### src/rtl/rf_wb_pkg.sv
// Shared constants and helpers for the register-file writeback arbiter.
package rf_wb_pkg;

  localparam int unsigned REG_ADDR_W  = 5;
  localparam int unsigned NUM_REGS    = 32;
  localparam int unsigned DEF_NUM_REQ = 3;

  localparam logic [REG_ADDR_W-1:0] REG_X0 = '0;

  // Base bit index of slice idx within a packed per-requester vector.
  function automatic int unsigned slice_base(input int unsigned idx, input int unsigned width);
    return idx * width;
  endfunction

endpackage

### src/rtl/rf_wb_arbiter_if.sv
// Writeback requester bus, register-file write pins and scoreboard query signals.
interface rf_wb_arbiter_if
  import rf_wb_pkg::*;
#(
  parameter int unsigned NUM_REQ    = DEF_NUM_REQ,
  parameter int unsigned DATA_WIDTH = 32
);

  logic                          stall_en;
  logic [NUM_REQ-1:0]            req_valid;
  logic [NUM_REQ*REG_ADDR_W-1:0] req_addr;
  logic [NUM_REQ*DATA_WIDTH-1:0] req_data;
  logic [NUM_REQ-1:0]            req_ready;

  logic                          rf_wr_en;
  logic [REG_ADDR_W-1:0]         rf_wr_addr;
  logic [DATA_WIDTH-1:0]         rf_wr_data;

  logic                          claim_valid;
  logic [REG_ADDR_W-1:0]         claim_addr;
  logic [REG_ADDR_W-1:0]         chk_addr1;
  logic [REG_ADDR_W-1:0]         chk_addr2;
  logic                          busy1;
  logic                          busy2;
  logic                          any_busy;

  modport master (
    output stall_en, req_valid, req_addr, req_data, claim_valid, claim_addr, chk_addr1, chk_addr2,
    input  req_ready, rf_wr_en, rf_wr_addr, rf_wr_data, busy1, busy2, any_busy
  );

  modport slave (
    input  stall_en, req_valid, req_addr, req_data, claim_valid, claim_addr, chk_addr1, chk_addr2,
    output req_ready, rf_wr_en, rf_wr_addr, rf_wr_data, busy1, busy2, any_busy
  );

endinterface

### src/rtl/rf_wb_rr_select.sv
// Combinational one-hot selector: first valid requester at or after i_ptr, wrapping.
module rf_wb_rr_select #(
  parameter int unsigned NUM_REQ = 3,
  parameter int unsigned PTR_W   = 2
) (
  input  logic               i_en,
  input  logic [NUM_REQ-1:0] i_valid,
  input  logic [PTR_W-1:0]   i_ptr,
  output logic [NUM_REQ-1:0] o_grant
);

  logic             w_found;
  logic [PTR_W-1:0] w_idx;

  always_comb begin
    o_grant = '0;
    w_found = 1'b0;
    w_idx   = '0;
    for (int unsigned k = 0; k < NUM_REQ; k++) begin
      w_idx = PTR_W'((32'(i_ptr) + k) % NUM_REQ);
      if (i_en && !w_found && i_valid[w_idx]) begin
        o_grant[w_idx] = 1'b1;
        w_found        = 1'b1;
      end
    end
  end

endmodule

### src/rtl/rf_wb_arbiter.sv
// Register-file writeback arbiter with pending-write scoreboard.
// Define RF_WB_ROUND_ROBIN_EN for round-robin grants; otherwise lowest index wins.
module rf_wb_arbiter
  import rf_wb_pkg::*;
#(
  parameter int unsigned DATA_WIDTH = 32,
  parameter int unsigned NUM_REQ    = DEF_NUM_REQ
) (
  input logic           clk,
  input logic           rst_n,
  rf_wb_arbiter_if.slave bus
);

  localparam int unsigned PTR_W = (NUM_REQ > 1) ? $clog2(NUM_REQ) : 1;

  logic [NUM_REQ-1:0]    w_grant;
  logic                  w_any_grant;
  logic [PTR_W-1:0]      w_ptr;
  logic [PTR_W-1:0]      w_gnt_idx;
  logic [REG_ADDR_W-1:0] w_gnt_addr;
  logic [DATA_WIDTH-1:0] w_gnt_data;
  logic [NUM_REGS-1:0]   w_sb_d;

  logic                  r_wr_en;
  logic [REG_ADDR_W-1:0] r_wr_addr;
  logic [DATA_WIDTH-1:0] r_wr_data;
  logic [NUM_REGS-1:0]   r_sb;

  rf_wb_rr_select #(
    .NUM_REQ (NUM_REQ),
    .PTR_W   (PTR_W)
  ) u_select (
    .i_en    (!bus.stall_en),
    .i_valid (bus.req_valid),
    .i_ptr   (w_ptr),
    .o_grant (w_grant)
  );

  assign w_any_grant = |w_grant;

`ifdef RF_WB_ROUND_ROBIN_EN
  logic [PTR_W-1:0] r_ptr;

  always_ff @(posedge clk or negedge rst_n) begin
    if (!rst_n) begin
      r_ptr <= '0;
    end else if (w_any_grant) begin
      r_ptr <= (w_gnt_idx == PTR_W'(NUM_REQ - 1)) ? '0 : w_gnt_idx + 1'b1;
    end
  end

  assign w_ptr = r_ptr;
`else
  // A fixed zero start point turns the wrapping search into lowest-index priority.
  assign w_ptr = '0;
`endif

  always_comb begin
    w_gnt_idx  = '0;
    w_gnt_addr = '0;
    w_gnt_data = '0;
    for (int unsigned i = 0; i < NUM_REQ; i++) begin
      if (w_grant[i]) begin
        w_gnt_idx  = PTR_W'(i);
        w_gnt_addr = bus.req_addr[slice_base(i, REG_ADDR_W) +: REG_ADDR_W];
        w_gnt_data = bus.req_data[slice_base(i, DATA_WIDTH) +: DATA_WIDTH];
      end
    end
  end

  // Claim is applied after clear so a new producer supersedes the retiring one.
  always_comb begin
    w_sb_d = r_sb;
    if (w_any_grant) begin
      w_sb_d[w_gnt_addr] = 1'b0;
    end
    if (bus.claim_valid) begin
      w_sb_d[bus.claim_addr] = 1'b1;
    end
    w_sb_d[0] = 1'b0;
  end

  always_ff @(posedge clk or negedge rst_n) begin
    if (!rst_n) begin
      r_wr_en   <= 1'b0;
      r_wr_addr <= '0;
      r_wr_data <= '0;
      r_sb      <= '0;
    end else begin
      r_sb <= w_sb_d;
      if (w_any_grant) begin
        r_wr_en   <= (w_gnt_addr != REG_X0);
        r_wr_addr <= w_gnt_addr;
        r_wr_data <= w_gnt_data;
      end else begin
        r_wr_en <= 1'b0;
      end
    end
  end

  assign bus.req_ready  = w_grant;
  assign bus.rf_wr_en   = r_wr_en;
  assign bus.rf_wr_addr = r_wr_addr;
  assign bus.rf_wr_data = r_wr_data;
  assign bus.busy1      = r_sb[bus.chk_addr1];
  assign bus.busy2      = r_sb[bus.chk_addr2];
  assign bus.any_busy   = |r_sb;

endmodule

### src/flat_wrapper.sv
// flat-port wrapper written by rule: the top's interface ports become plain ports
module rf_wb_arbiter_flat import rf_wb_pkg::*;
#(
  parameter int unsigned DATA_WIDTH = 32,
  parameter int unsigned NUM_REQ    = DEF_NUM_REQ
)
  (clk, rst_n, bus_stall_en, bus_req_valid, bus_req_addr, bus_req_data, bus_claim_valid, bus_claim_addr, bus_chk_addr1, bus_chk_addr2, bus_req_ready, bus_rf_wr_en, bus_rf_wr_addr, bus_rf_wr_data, bus_busy1, bus_busy2, bus_any_busy);
  rf_wb_arbiter_if #(.NUM_REQ(NUM_REQ), .DATA_WIDTH(DATA_WIDTH)) bus_i ();
  input logic clk;
  input logic rst_n;
  input wire logic [$bits(bus_i.stall_en)-1:0] bus_stall_en;
  input wire logic [$bits(bus_i.req_valid)-1:0] bus_req_valid;
  input wire logic [$bits(bus_i.req_addr)-1:0] bus_req_addr;
  input wire logic [$bits(bus_i.req_data)-1:0] bus_req_data;
  input wire logic [$bits(bus_i.claim_valid)-1:0] bus_claim_valid;
  input wire logic [$bits(bus_i.claim_addr)-1:0] bus_claim_addr;
  input wire logic [$bits(bus_i.chk_addr1)-1:0] bus_chk_addr1;
  input wire logic [$bits(bus_i.chk_addr2)-1:0] bus_chk_addr2;
  output wire logic [$bits(bus_i.req_ready)-1:0] bus_req_ready;
  output wire logic [$bits(bus_i.rf_wr_en)-1:0] bus_rf_wr_en;
  output wire logic [$bits(bus_i.rf_wr_addr)-1:0] bus_rf_wr_addr;
  output wire logic [$bits(bus_i.rf_wr_data)-1:0] bus_rf_wr_data;
  output wire logic [$bits(bus_i.busy1)-1:0] bus_busy1;
  output wire logic [$bits(bus_i.busy2)-1:0] bus_busy2;
  output wire logic [$bits(bus_i.any_busy)-1:0] bus_any_busy;
  assign bus_i.stall_en = bus_stall_en;
  assign bus_i.req_valid = bus_req_valid;
  assign bus_i.req_addr = bus_req_addr;
  assign bus_i.req_data = bus_req_data;
  assign bus_i.claim_valid = bus_claim_valid;
  assign bus_i.claim_addr = bus_claim_addr;
  assign bus_i.chk_addr1 = bus_chk_addr1;
  assign bus_i.chk_addr2 = bus_chk_addr2;
  assign bus_req_ready = bus_i.req_ready;
  assign bus_rf_wr_en = bus_i.rf_wr_en;
  assign bus_rf_wr_addr = bus_i.rf_wr_addr;
  assign bus_rf_wr_data = bus_i.rf_wr_data;
  assign bus_busy1 = bus_i.busy1;
  assign bus_busy2 = bus_i.busy2;
  assign bus_any_busy = bus_i.any_busy;
  rf_wb_arbiter #(.DATA_WIDTH(DATA_WIDTH), .NUM_REQ(NUM_REQ)) u_core (.clk(clk), .rst_n(rst_n), .bus(bus_i));
endmodule
### config.mk
export PLATFORM = sky130hd
export DESIGN_NAME = rf_wb_arbiter_flat
export DESIGN_NICKNAME = d
export VERILOG_FILES = /design/src/rtl/rf_wb_pkg.sv /design/src/rtl/rf_wb_arbiter_if.sv /design/src/rtl/rf_wb_rr_select.sv /design/src/rtl/rf_wb_arbiter.sv /design/src/flat_wrapper.sv
export SDC_FILE = /design/constraint.sdc
export NUM_CORES = 1
export LEC_CHECK = 0
export CELL_PAD_IN_SITES_DETAIL_PLACEMENT = 1
export CELL_PAD_IN_SITES_GLOBAL_PLACEMENT = 1
export CORE_AREA = 2 2 117 119
export DETAILED_ROUTE_END_ITERATION = 16
export DIE_AREA = 0 0 119 121
export PLACE_DENSITY_LB_ADDON = 0.1
export SLEW_MARGIN = 20
export SYNTH_ARGS = -nofsm -noshare
export SYNTH_HDL_FRONTEND = slang
export SYNTH_SLANG_ARGS = --single-unit
### constraint.sdc
create_clock -name clk -period 2.15 [get_ports clk]
set_clock_uncertainty 0.15 [all_clocks]
set_input_delay 0.215 -clock clk [delete_from_list [all_inputs] [get_ports clk]]
set_output_delay 0.215 -clock clk [all_outputs]
set_load 0.02 [all_outputs]
==> results.py, run 1 <==
metrics = {
    "logic_synthesis": {
        "synth_edf_count": 0,
        "synth_nets": 556,
        "syn_inst": 423,
        "ys_types": 53,
        "synth_top_area_cell": "dfrtp_1",
        "synth_area_um2": 3980,
        "synth_ff_type": "dfrtp_1",
        "yosysSeqAreaShare": 0.434,
        "async_reset_ff_frac": 1.00,
        "synth-seq-cells": 69,
        "yosys_warnings": 0,
        "syn-mean-instance-area_um2": 9.40,
        "synth_top_area_share": 0.434,
        "synth_area_leaders": "dfrtp_1 43%, nand2_1 11%, a222oi_1 8.1%",
    },
    "routing": {
        "route.met2.wl_um": 9020,
        "wl_met1_um": 6880,
        "vias_per_cell": 5.42,
        "routed.top_layer": "met4",
        "dr_wl_met3_um": 1310,
        "vias": 4649,
        "drt_first_pass_iters": 6,
        "ant_nets": 0,
        "routedWlPerCell_um": 20.6,
        "drt_iter0_drc": 365,
        "wl_um": 17700,
        "route.detailed.drc": 0,
    },
    "setup_path": {
        "cp_num_buf_inv": 1,
        "cp_cell_sequence": "mux4_2 -> mux2i_1 -> nor3b_1 -> a21oi_1 -> o311ai_1 -> buf_2",
        "start_kind": "register",
        "critPathTopFamily": "multiplexers",
        "endpoint_kind": "output pin",
        "arrival_ns": 1.95,
        "cp_max_fo": 4,
        "r2r_start": "u_core.r_sb[15]$_DFF_PN0_",
        "cpMaxStageDelayCell": "mux4_2",
        "criticalPathCategory": "register to output pin",
        "cpPeakStageDelay_ns": 0.48,
        "cp.required_ns": 1.78,
        "crit_start": "u_core.r_sb[8]$_DFF_PN0_",
    },
    "sta": {
        "period_share": 1.07,
        "fin_tns_setup_ns": -0.365,
        "finalCriticalPeriod_ns": 2.31,
        "finalHoldViolCount": 0,
        "tightestPinTransition_ns": 0.511,
        "max-slew-margin-rel": 0.658,
        "fin_ws_ns": -0.160,
        "rsz0062_at_grt": "yes",
        "setup_viol": 3,
        "max_freq_ghz": 0.433,
        "maxSlewViolCount": 0,
    },
    "worst_hold_path": {
        "hold_class": "primary input to register",
        "hp-start": "bus_req_data[66]",
    },
    "global_routing": {
        "grt_overflow": 0,
        "grt_first_pass_wirelength_um": 27100,
        "grt_pass1_vias": 5013,
        "antenna_found_initial": 0,
        "grt.total_usage": 0.244,
        "grt_start_max_net_pins": 70,
    },
    "power": {
        "power.total_mw": 5.27,
        "p_leak_nw": 3.02,
        "power_density_nw_per_um2": 749,
        "ir_drop_uv": 388,
    },
    "layout": {
        "drive_above_1_share": 0.220,
        "layout_commonest_cell": "clkdlybuf4s50_1",
        "synthToLayoutAreaGrowth_pct": 77.1,
        "mostFrequentLayoutCells": "164 x clkdlybuf4s50_1, 114 x nand2_1, 80 x buf_4",
        "finalNetCount": 810,
        "antenna_cells": 0,
    },
    "placement": {
        "gp_congestion": 0.931,
        "place.port_buffers": 176,
        "dp_hpwl_um": 13400,
    },
    "status": {
        "violations": "negative setup slack",
        "status": "finished, violations left",
    },
    "cts": {
        "clockRootBuffer": "clkbuf_16",
        "cts_tree": "built",
        "clk_pin_slew_ns": 0.06,
        "h-tree-depth": 3,
        "clock-sinks": 69,
        "numCtsBuffers": 9,
        "clkLatencyLatePin_ns": 0.33,
        "cts_max_path_buffers": 2,
    },
    "floorplanning": {
        "die_area_um2": 14400,
        "die_h_um": 121,
        "ioPinCount": 177,
        "floorplan.rows": 42,
        "fp.dieW_um": 119,
        "core_area_um2": 13100,
        "initial_core_util": 0.304,
    },
    "flow_run": {
        "cap_violations": 0,
    },
}
-- final cells by class --
type | count | area [um2]
fill | 1461 | 6050
timing repair buffer | 266 | 2510
multi-input combinational | 324 | 2200
sequential | 69 | 1730
clock buffer | 11 | 253
tap | 176 | 220
clock inverter | 4 | 95.1
inverter | 7 | 33.8
-- path summary, 6_finish.rpt --
| check | endpoint | depth (start not counted) | slack [ns] |
|---|---|---|---|
| setup / recovery | bus_busy1 | 6 | -0.16 |
| hold / removal | u_core.bus.rf_wr_data[2]$_DFFE_PN0N_ | 3 | 0.26 |
| setup reg to reg | u_core.r_sb[15]$_DFF_PN0_ | 4 | 1.02 |
| hold reg to reg | u_core.bus.rf_wr_addr[1]$_DFFE_PN0N_ | 2 | 0.34 |
| max in group asynchronous | u_core.bus.rf_wr_data[2]$_DFFE_PN0N_ | 3 | 1.24 |
| min in group asynchronous | u_core.bus.rf_wr_addr[2]$_DFFE_PN0N_ | 3 | 0.29 |
-- cells by family (layout without fill, tap and decap cells) --
kind of cell	after synthesis	count (layout)	synth area share
mux	19	19	0.0831
buf+inv	30	288	0.0362
simple gates	186	186	0.229
flops	69	69	0.434
compound gates	119	119	0.217
-- flip-flops by register name, summed over array words and instances (netlist names) --
name,cells
u_core.bus.rf_wr_data,32
u_core.r_sb,31
u_core.bus.rf_wr_en,1
u_core.bus.rf_wr_addr,5
-- tightest hold or removal path: cells and delay by family --
kind / cells / cell delay [ns]
buffers and inverters: 1 / 0.39
and+or+nand+nor: 2 / 0.10
-- metrics by stage --
stage	area, um2	hold slack (ns)	worst slack [ns]	util	cells
floorplan	3980	-0.231	0.121	-	423
finish	7040	0.259	-0.160	0.538	857
CTS	6910	0.249	-0.140	0.528	851
global route	7040	0.259	-0.277	0.538	857
global placement	6500	0.120	-0.612	0.496	831
detailed placement	6500	0.122	-0.677	0.496	831
-- where the power goes --
part / internal (mW) / leakage (nW) / switching [mW]
Combinational: 0.968 / 2.02 / 0.763
Sequential: 1.55 / 0.837 / 0.249
Clock: 1.19 / 0.172 / 0.557
Total: 3.70 / 3.02 / 1.57
-- timing repair --
action / 4_1_cts / 5_1_grt
gates resized for setup: 34 / 24
endpoints found under the hold margin: 69 / 0
endpoints found under the setup margin: 15 / 36
pin swaps: 4 / 9
gates cloned: 0 / 0
buffers inserted: 4 / 6
hold buffers: 1 / 0
-- routing by layer --
layer / track usage / vias up
met2: 0.436 / 201
li1: - / 2129
met4: 0.0990 / 0
met1: 0.269 / 2284
met5: 0 / -
met3: 0.0733 / 35
-- synthesized netlist by cell type (2+ instances only) --
master and number:
a222oi_1 32, nor2b_1 4, nand3b_1 5, nor3b_1 6, and4_1 2, buf_1 2, and3b_1 5, clkbuf_1 15
mux2i_1 6, nand2_1 114, dfrtp_1 69, or3b_2 2, a211o_1 2, buf_2 3, nor2_1 9, a21o_1 2
a31oi_1 4, nor4bb_1 3, inv_1 6, nand4b_1 2, nand3_1 5, nand4_1 5, o211ai_1 5, mux2_2 2
a2111oi_0 3, o21ai_0 47, mux4_2 11, buf_6 3, o31ai_1 4, and3_1 2, nor4_1 8, nor3_1 5
or2_2 2, a21oi_1 9
Power figures use the tool's default switching activity.
==> run 2: changes to the inputs <==
--- a/config.mk
+++ b/config.mk
@@ -5,11 +5,12 @@
 export SDC_FILE = /design/constraint.sdc
 export NUM_CORES = 1
 export LEC_CHECK = 0
+export ABC_AREA = 1
 export CELL_PAD_IN_SITES_DETAIL_PLACEMENT = 1
 export CELL_PAD_IN_SITES_GLOBAL_PLACEMENT = 1
-export CORE_AREA = 2 2 117 119
+export CORE_AREA = 2 2 123 125
 export DETAILED_ROUTE_END_ITERATION = 16
-export DIE_AREA = 0 0 119 121
+export DIE_AREA = 0 0 125 127
 export PLACE_DENSITY_LB_ADDON = 0.1
 export SLEW_MARGIN = 20
 export SYNTH_ARGS = -nofsm -noshare
==> results.py, run 2 <==
metrics = {
    "status": {
        "status": "finished, final reports clean",
    },
    "setup_path": {
        "cp_num_buf_inv": 1,
        "cpMaxStageDelayCell": "dfrtp_2",
        "timing.rr.end": "u_core.r_sb[15]$_DFF_PN0_",
        "endpoint_kind": "output pin",
        "arrival_ns": 1.69,
        "cpPeakStageDelay_ns": 0.46,
        "criticalPathCategory": "register to output pin",
        "critPathTopFamily": "simple AND/OR/NAND/NOR gates",
        "reg2reg_depth": 3,
        "r2r_start": "u_core.r_sb[15]$_DFF_PN0_",
        "start_kind": "register",
        "regToRegSetupSlack_ns": 1.14,
        "cp_max_fo": 4,
        "cp_cell_sequence": "nor4_1 -> nand4_1 -> or2_2 -> buf_2",
        "cp.required_ns": 1.78,
    },
    "logic_synthesis": {
        "synth_area_um2": 4160,
        "synth-seq-cells": 69,
        "syn-mean-instance-area_um2": 6.81,
        "syn_inst": 611,
        "synth_common_cells": "269 x nand2_1, 103 x nand3_1, 69 x dfrtp_1",
        "synth_nets": 744,
        "yosysSeqAreaShare": 0.415,
        "synth_top_area_cell": "dfrtp_1",
        "synth_area_leaders": "dfrtp_1 41%, nand2_1 24%, nand3_1 12%",
        "synth_ff_type": "dfrtp_1",
        "async_reset_ff_frac": 1.00,
        "synth_edf_count": 0,
        "synth_top_area_share": 0.415,
        "yosys_warnings": 0,
        "synth.most_common_cell": "nand2_1",
        "ys_types": 24,
    },
    "placement": {
        "place.port_buffers": 176,
        "post-place-ws_ns": -0.323,
        "dp_hpwl_um": 14200,
        "gp_congestion": 0.951,
        "place_inst": 976,
    },
    "cts": {
        "clkLatencyLatePin_ns": 0.34,
        "clockRootBuffer": "clkbuf_16",
        "h-tree-depth": 3,
        "cts_max_path_buffers": 2,
        "clock-sinks": 69,
        "cts_tree": "built",
        "numCtsBuffers": 9,
        "clk_pin_slew_ns": 0.06,
    },
    "layout": {
        "largest_register_ffs": 32,
        "fillers": 1815,
        "finalNetCount": 944,
        "synthToLayoutAreaGrowth_pct": 62.2,
        "layout_commonest_cell": "nand2_1",
        "drive_above_1_share": 0.112,
        "mostFrequentLayoutCells": "269 x nand2_1, 167 x clkdlybuf4s50_1, 103 x nand3_1",
        "instances_no_fill": 1000,
        "antenna_cells": 0,
    },
    "sta": {
        "fin_tns_setup_ns": 0,
        "finalCriticalPeriod_ns": 2.06,
        "tightestPinTransition_ns": 0.587,
        "finalHoldViolCount": 0,
        "rsz0062_at_grt": "no",
        "max_freq_ghz": 0.487,
        "setup_viol": 0,
        "maxSlewViolCount": 0,
        "fin_ws_ns": 0.0947,
        "period_share": 0.956,
        "whs_ns": 0.259,
        "max-slew-margin-rel": 0.606,
    },
    "routing": {
        "wl_um": 18300,
        "drt_first_pass_iters": 4,
        "vias_per_cell": 4.99,
        "vias": 4992,
        "routedWlPerCell_um": 18.3,
        "drt_iter0_drc": 214,
        "route.detailed.drc": 0,
        "ant_nets": 0,
    },
    "global_routing": {
        "grt_start_max_net_pins": 70,
        "grt_pass1_vias": 5492,
        "grt_first_pass_wirelength_um": 29300,
        "antenna_found_initial": 0,
        "grt_overflow": 0,
        "grt.total_usage": 0.233,
    },
    "floorplanning": {
        "ioPinCount": 177,
        "initial_core_util": 0.289,
        "floorplan.rows": 44,
        "core_area_um2": 14400,
        "fp.dieW_um": 125,
        "die_area_um2": 15900,
        "die_h_um": 127,
    },
    "power": {
        "p_switching_mw": 1.70,
        "power_density_nw_per_um2": 726,
        "p_sw_frac": 0.346,
        "power.total_mw": 4.90,
        "p_seq_frac": 0.379,
        "p_leak_nw": 3.04,
        "ir_drop_uv": 458,
        "p_comb_frac": 0.308,
        "p_clk_frac": 0.313,
        "p_int_mw": 3.20,
    },
    "flow_run": {
        "cap_violations": 0,
    },
    "worst_hold_path": {
        "hold_class": "primary input to asynchronous set/reset pin",
    },
}
-- run 2: what timing repair did --
item / CTS / global route
hold endpoints to repair: 69 / 0
gates cloned: 0 / 1
setup buffers: 2 / 4
pin swaps: 1 / 2
resized for setup: 16 / 17
hold buffers: 1 / 0
setup endpoints to repair: 3 / 4
-- run 2: logic make-up (layout without fill, tap and decap cells) --
| group | count (synthesis) | in the layout | share of synthesized area |
|---|---|---|---|
| compound gates | 31 | 31 | 0.0418 |
| simple gates | 448 | 448 | 0.478 |
| flops | 69 | 69 | 0.415 |
| buf+inv | 63 | 268 | 0.0652 |
-- run 2: routing by layer --
layer	track usage	vias to the layer above	share of wire
met5	0	-	0
met4	0.0758	0	0.024
met3	0.0825	30	0.079
met2	0.425	150	0.51
met1	0.254	2389	0.39
li1	-	2423	-
-- run 2: metrics by stage --
stage | area [um2] | utilization
CTS | 6690 | 0.464
global placement | 6340 | 0.440
global route | 6750 | 0.468
finish | 6750 | 0.468
detailed placement | 6340 | 0.440
floorplan | 4160 | -
-- run 2: worst max-delay path by stage --
stage	start	to	slack, ns	depth (start not counted)
after CTS	u_core.r_sb[25]$_DFF_PN0_	bus_any_busy	0.008	4
final	u_core.r_sb[25]$_DFF_PN0_	bus_any_busy	0.09	4
after floorplan	bus_chk_addr1[0]	bus_busy1	0.60	11
after global routing	u_core.r_sb[22]$_DFF_PN0_	bus_any_busy	0.005	4
after global placement	bus_chk_addr2[0]	bus_busy2	-0.27	11
after detailed placement	bus_chk_addr2[0]	bus_busy2	-0.32	11
-- run 2: worst register-to-register path: stages (launching register included) --
cell	delay, ns
dfrtp_1	0.43
buf_4	0.15
o21ai_0	0.07
nand2_1	0.09
-- run 2: power by group through the flow --
stage	clock network [mW]	registers, mW	logic (mW)
final	1.53	1.86	1.51
after global routing	1.60	1.89	1.65
after CTS	1.55	1.84	1.50
after detailed placement	0	1.86	1.47
after global placement	0	1.86	1.43
after floorplan	0	1.87	0.547
-- run 2: final cells by class --
class / instances / area (um2) / share of cell area
flip-flops and latches: 69 / 1730 / 0.257
multi-input cells: 479 / 2200 / 0.327
repair buffers: 217 / 2150 / 0.318
well taps: 184 / 230 / 0.0341
clock inverters: 6 / 71.3 / 0.0106
inverters: 35 / 134 / 0.0198
clock buffers: 10 / 229 / 0.0339
